<file path="src/rtl/alu_issuer.sv">
// alu_issuer: sequential initiator for the switch-driven 4-bit ALU.
// Takes one (op, a, b) request, drives the packed switch word and waits a fixed settle
// time. It then samples the LED status word and returns a decoded response.
module alu_issuer #(
    // Cycles the target command word is held before ledr is sampled (legal 1..15).
    parameter int unsigned SETTLE_CYCLES = 2
) (
    input  logic        clk,
    input  logic        rst,
    input  logic        req_valid,
    output logic        req_ready,
    input  logic [2:0]  req_op,
    input  logic [3:0]  req_a,
    input  logic [3:0]  req_b,
    output logic [10:0] sw,
    input  logic [15:0] ledr,
    output logic        rsp_valid,
    input  logic        rsp_ready,
    output logic [2:0]  rsp_op,
    output logic [3:0]  rsp_result,
    output logic        rsp_cout,
    output logic        rsp_overflow,
    output logic        rsp_zero,
    output logic        rsp_err,
    output logic        busy,
    output logic [7:0]  done_cnt
);

    typedef enum logic [1:0] {
        StIdle,
        StPrime,
        StSettle,
        StResp
    } state_e;

    localparam logic [3:0] SettleLoad = 4'(SETTLE_CYCLES - 1);

    state_e      r_state;
    state_e      w_state_d;

    logic [2:0]  r_op;
    logic [3:0]  r_a;
    logic [3:0]  r_b;
    logic [10:0] r_sw;
    logic [3:0]  r_cnt;

    logic [2:0]  r_rsp_op;
    logic [3:0]  r_rsp_result;
    logic        r_rsp_cout;
    logic        r_rsp_overflow;
    logic        r_rsp_zero;
    logic        r_rsp_err;
    logic [7:0]  r_done_cnt;

    logic        w_accept;
    logic        w_sample;
    logic [3:0]  w_result;
    logic        w_cout;
    logic        w_overflow;
    logic        w_err;
    // The ALU's own zero flag is not used; rsp_zero is recomputed from the decoded result.
    logic        w_unused_ledr_zero;

    assign w_accept           = (r_state == StIdle) && req_valid;
    assign w_sample           = (r_state == StSettle) && (r_cnt == 4'd0);
    assign w_err              = |ledr[15:11];
    assign w_unused_ledr_zero = ledr[6];

    // State register.
    always_ff @(posedge clk or posedge rst) begin
        if (rst) begin
            r_state <= StIdle;
        end else begin
            r_state <= w_state_d;
        end
    end

    // Next-state logic.
    always_comb begin
        w_state_d = r_state;
        case (r_state)
            StIdle:   if (req_valid) w_state_d = StPrime;
            StPrime:  w_state_d = StSettle;
            StSettle: if (r_cnt == 4'd0) w_state_d = StResp;
            StResp:   if (rsp_ready) w_state_d = StIdle;
            default:  w_state_d = StIdle;
        endcase
    end

    // Decode the sampled status word according to the op in flight.
    always_comb begin
        w_result   = ledr[10:7];
        w_cout     = 1'b0;
        w_overflow = 1'b0;
        case (r_op)
            3'b000, 3'b001: begin
                w_result   = ledr[3:0];
                w_cout     = ledr[4];
                w_overflow = ledr[5];
            end
            3'b110, 3'b111: w_result = {3'b000, ledr[7]};
            default: ;
        endcase
    end

    // Request latch, switch word and settle counter.
    always_ff @(posedge clk or posedge rst) begin
        if (rst) begin
            r_op  <= 3'd0;
            r_a   <= 4'd0;
            r_b   <= 4'd0;
            r_sw  <= 11'd0;
            r_cnt <= 4'd0;
        end else begin
            if (w_accept) begin
                r_op <= req_op;
                r_a  <= req_a;
                r_b  <= req_b;
                // The ALU only re-evaluates on an op change, so prime with a toggled op.
                r_sw <= {req_op ^ 3'b001, req_b, req_a};
            end
            if (r_state == StPrime) begin
                r_sw  <= {r_op, r_b, r_a};
                r_cnt <= SettleLoad;
            end else if (r_state == StSettle && r_cnt != 4'd0) begin
                r_cnt <= r_cnt - 4'd1;
            end
        end
    end

    // Response registers and completion counter, loaded on the sample edge.
    always_ff @(posedge clk or posedge rst) begin
        if (rst) begin
            r_rsp_op       <= 3'd0;
            r_rsp_result   <= 4'd0;
            r_rsp_cout     <= 1'b0;
            r_rsp_overflow <= 1'b0;
            r_rsp_zero     <= 1'b0;
            r_rsp_err      <= 1'b0;
            r_done_cnt     <= 8'd0;
        end else if (w_sample) begin
            r_rsp_op       <= r_op;
            r_rsp_result   <= w_result;
            r_rsp_cout     <= w_cout;
            r_rsp_overflow <= w_overflow;
            r_rsp_zero     <= (w_result == 4'd0);
            r_rsp_err      <= w_err;
            r_done_cnt     <= r_done_cnt + 8'd1;
        end
    end

    assign req_ready    = (r_state == StIdle);
    assign busy         = (r_state != StIdle);
    assign rsp_valid    = (r_state == StResp);
    assign sw           = r_sw;
    assign rsp_op       = r_rsp_op;
    assign rsp_result   = r_rsp_result;
    assign rsp_cout     = r_rsp_cout;
    assign rsp_overflow = r_rsp_overflow;
    assign rsp_zero     = r_rsp_zero;
    assign rsp_err      = r_rsp_err;
    assign done_cnt     = r_done_cnt;

endmodule

</file>
<file path="config.mk">
export PLATFORM = sky130hd
export DESIGN_NAME = alu_issuer
export DESIGN_NICKNAME = d
export VERILOG_FILES = /design/src/rtl/alu_issuer.sv
export SDC_FILE = /design/constraint.sdc
export NUM_CORES = 1
export LEC_CHECK = 0
export CAP_MARGIN = 10
export CORE_MARGIN = 4
export CORE_UTILIZATION = 35
export CTS_BUF_LIST = sky130_fd_sc_hd__clkbuf_2
export CTS_CLUSTER_SIZE = 12
export DETAILED_ROUTE_END_ITERATION = 7
export SLEW_MARGIN = 20
export SYNTH_ARGS = -nofsm -noshare
export SYNTH_HDL_FRONTEND = slang
export SYNTH_SLANG_ARGS = --single-unit
</file>
<file path="constraint.sdc">
create_clock -name clk -period 2.1 [get_ports clk]
set_clock_uncertainty 0.05 [all_clocks]
set_input_delay 0.42 -clock clk [delete_from_list [all_inputs] [get_ports clk]]
set_output_delay 0.42 -clock clk [all_outputs]
set_load 0.1 [all_outputs]
</file>
Word-level counts from Yosys, hierarchy flattened
Cells that the tools add are included.

word-level totals
  ROM bits = 0
  latch bits = 0
  bits of input ports = 31
  register bits after elaboration = 47
  memory bits (writable) = 0
  output and inout port bits = 33
  memories = 0

cells by class
  multiply operators = 0
  multiplexer cells = 11
  equal/unequal tests = 9
  div/mod/pow operators = 0
  shift operators = 0
  add/subtract/negate cells = 2
  order comparisons = 0
  bitwise logic cells = 1
  reductions and logical operators = 15

operators by type and width
  cell                 count
  $mux 11              2
  $add 8x1->8 const B  1
  $logic_not 4->1      2
  $mux 4               2
  $pmux 2 s4           1
  $pmux 4 s2           1
  $eq 3x3->1 const B   2
  $mux 2               3
  $reduce_bool 2->1    3
  $reduce_or 5->1      1
  $eq 2x2->1 const B   2
  $ne 2x2->1 const B   2
  $reduce_bool 4->1    1
  $reduce_or 2->1      2
  $sub 4x1->4 const B  1
  $eq 3x1->1 const B   1
  $logic_and 1x1->1    3
  $logic_not 3->1      1
  $reduce_and 3->1     1
  $eq 2x1->1 const B   1
  $logic_not 2->1      1
  $mux 1               2
  $ne 2x1->1 const B   1
  $not 1->1            1

Depth between registers and ports, before layout
  depth after elaboration = 4
  mapped depth = 8
  mapped depth without buffers = 5

Worst setup path after synthesis
No wires, ideal clock.

  path type = reg-to-output
  start point = register r_state[0]
  end point = output busy
  path buffers = 1
  required time = 1,630 ps
  arrival = 2,035 ps
  cell stages (with the launch flop) = 5
  path slack = -405 ps
  cell sequence = dfrtp_1 inv_1 ha_1 clkbuf_1 inv_1

on the way
  word-level cells in the longest chain between the ends = 1

RTL lines
  element                 line  RTL
  start, declared         38    state_e r_state;
  start signal, assigned  72    r_state <= StIdle;
  start signal, assigned  74    r_state <= w_state_d;
  $reduce_bool 2->1       153   assign busy = (r_state != StIdle);
  end, declared           25    output logic busy,

No other way between the ends.

Worst setup path in the final report
  start point = register r_cnt[1]
  end point = register r_state[1]

on the way
  word-level cells in the longest chain between the ends = 3

RTL lines
  element                            line  RTL
  start, declared                    45    logic [3:0] r_cnt;
  start signal, assigned             124   r_cnt <= SettleLoad;
  start signal, assigned             126   r_cnt <= r_cnt - 4'd1;
  $logic_not 4->1                    84    StSettle: if (r_cnt == 4'd0) w_state_d = StResp;
  $ne 2x2->1 (no source line)        -
  $reduce_and 3->1 (no source line)  -

No other way between the ends.
A chain may end at the register's enable or synchronous reset.

==> out/qor.csv <==
metric,value,unit
required,2.36,ns
min_path_type,primary input to asynchronous set/reset pin,
status,"complete, no violations",
max_slew_margin,61.6,%
end_kind,flop,
drv_slew,0,
grt_start_max_net_pins,48,
cts_tree,built,
worst_pin_slew,0.577,ns
drt_iter0_drc,64,
clockBufferDepth,2,
io_buffer_count,62,
drive_gt1_share,20.8,%
wl,4840,µm
r2r-start,r_cnt[1],
seq_area,1180,µm²
multi_input_area,922,µm²
antenna_cells,0,
worstPathArrival,2.28,ns
hold_viol_final,0,
synth_area_leaders,"dfrtp_1 (54%), ha_1 (5.8%), nand2_1 (4.7%), o21ai_0 (3.9%), a21o_1 (3.5%)",
final_area,2950,µm²
rsz0062_at_grt,true,
synth_top_cell_area_share,54.2,%
start_util,36.4,%
dpl.hpwl,3490,µm
die-area,7520,µm²
insertion_delay,0.40,ns
cts_sinks,47,
r2r_slack,0.09,ns
path_max_fanout,4,
ant_nets,0,
wl_per_cell,13.7,µm
n_fill_cell,586,
yosysWarnings,0,
yosysSeqAreaShare,54.2,%
dpl-instance-area,2880,µm²
vias_per_cell,5.01,
postSynthCellCount,212,
crit_chain,inv_1 -> ha_4 -> or3b_4 -> a222oi_1 -> mux2_1,
crit_type,flop to flop,
syn-cell-area,2170,µm²
gp_congestion,0.744,
num_vias,1773,
grtUsageTotal,13.5,%
slowest_stage,dfrtp_1,
fmax,497,MHz
root_buffer,clkbuf_2,
cap_violations,0,
ios,64,
grt_overflow,0,
die_x,86.7,µm
whs,0.272,ns
period_share,95.8,%
yosys.area.top_type,dfrtp_1,
syn_nets,253,
grt_pass1_vias,1738,
firstDrtPassIters,4,
coreArea,5960,µm²
drc,0,
die_y,86.7,µm
cts_hold_buf,0,
synth.distinct_cells,40,
r2r.worst_path.cells,5,
grt_pass1_wl,8090,µm
area_delta_synth_final,35.8,%
critPathLaunchType,flop,
r2r_end,r_state[1],
layout.nets,319,
cts_buffers,5,
row_count,28,
setup_violations,0,
most-common-layout-cells,"dfrtp_1 (47), buf_4 (36), clkdlybuf4s50_1 (29)",
synth.avg_cell_area,10.2,µm²
max_stage_delay,0.44,ns
cts_htree_levels,2,
final_common_cell,dfrtp_1,
ys_seq_elements,47,
min_period,2.01,ns
path_clk_slew,0.22,ns
antenna_found_initial,0,
## critical path, delay by kind of cell (launching register included)
kind,cells,cell delay [ns]
flops,1,0.44
compound gates,1,0.44
simple gates,1,0.39
mux,1,0.36
fa+ha+maj,1,0.14
buf+inv,1,0.11
## per-layer routing
layer  track usage [%]  up-vias  share of wire (%)
met5                 0        -                  0
met4              4.25        0                1.1
met3              4.28        5                8.5
met2              21.2       59                 44
met1              17.7      836                 47
li1                  -      873                  -
## sequential cells by signal, summed over array words and instances, names as in the netlist
| register | flops |
|---|---|
| done_cnt | 8 |
| r_a | 4 |
| r_b | 4 |
| r_cnt | 4 |
| r_op | 3 |
| r_state | 2 |
| rsp_cout | 1 |
| rsp_err | 1 |
| rsp_op | 3 |
| rsp_overflow | 1 |
| rsp_result | 4 |
| rsp_zero | 1 |
| sw | 11 |
## cell usage after synthesis, drive strengths merged
cell,instances
a32o,1
nor3b,1
or3b,1
nand3b,1
o21ai,17
a31oi,2
a21oi,14
nor2b,1
and2,1
mux2i,1
a211oi,2
nor2,8
a222oi,1
nor3,2
a22oi,1
dfrtp,47
nand4,3
mux2,1
a21o,10
and3,11
nand3,3
a221oi,2
and4bb,1
o211ai,1
a2bb2oi,1
a311oi,1
nand2,27
xnor2,7
o21a,2
and4,1
or4,1
buf,1
or3,1
inv,14
o41ai,1
or2,1
ha,10
nand4bb,1
clkbuf,10
## final cells by class
type,instances,area share (%)
repair buffers,70,22.4
flip-flops and latches,47,39.9
clock inverters,1,0.170
well taps,75,3.19
multi-input cells,140,31.3
inverters,14,1.78
clock buffers,7,1.19
## through the flow
step | TNS (ns) | std cells | utilization, % | worst slack (ns)
global route | -0.0209 | 354 | 49.5 | -0.0209
global placement | 0 | 344 | 48.3 | 0.111
floorplan | 0 | 212 | - | 0.0801
finish | 0 | 354 | 49.5 | 0.0875
detailed placement | 0 | 344 | 48.3 | 0.0679
CTS | 0 | 352 | 49.0 | 0.0249
## cells by family after synthesis
logic type,Yosys count,share of synthesized area [%]
AOI/OAI and AO/OA,56,16.2
and+or+nand+nor,65,15.6
xor gates and xnor gates,7,2.83
muxes,2,0.980
DFF,47,54.2
adders and majority gates,10,5.77
buffers and inverters,25,4.44
## repair_timing
item,CTS,global route
resized for setup,0,3
endpoints found under the setup margin,0,2
setup buffers,0,2
## worst max path at each step
stage                    start    endpoint  slack (ns)  depth (start not counted)
finish                r_cnt[1]  r_state[1]        0.09                          5
global route          r_cnt[0]  r_state[1]       -0.02                          5
CTS                 r_state[0]        busy        0.02                          4
detailed placement    r_cnt[0]  r_state[1]        0.07                          5
global placement      r_cnt[0]  r_state[1]        0.11                          5
floorplan           r_state[0]        busy        0.08                          4
Power is not shown: default switching activity piles up to over one toggle a cycle in this logic, so the estimate is an artifact.
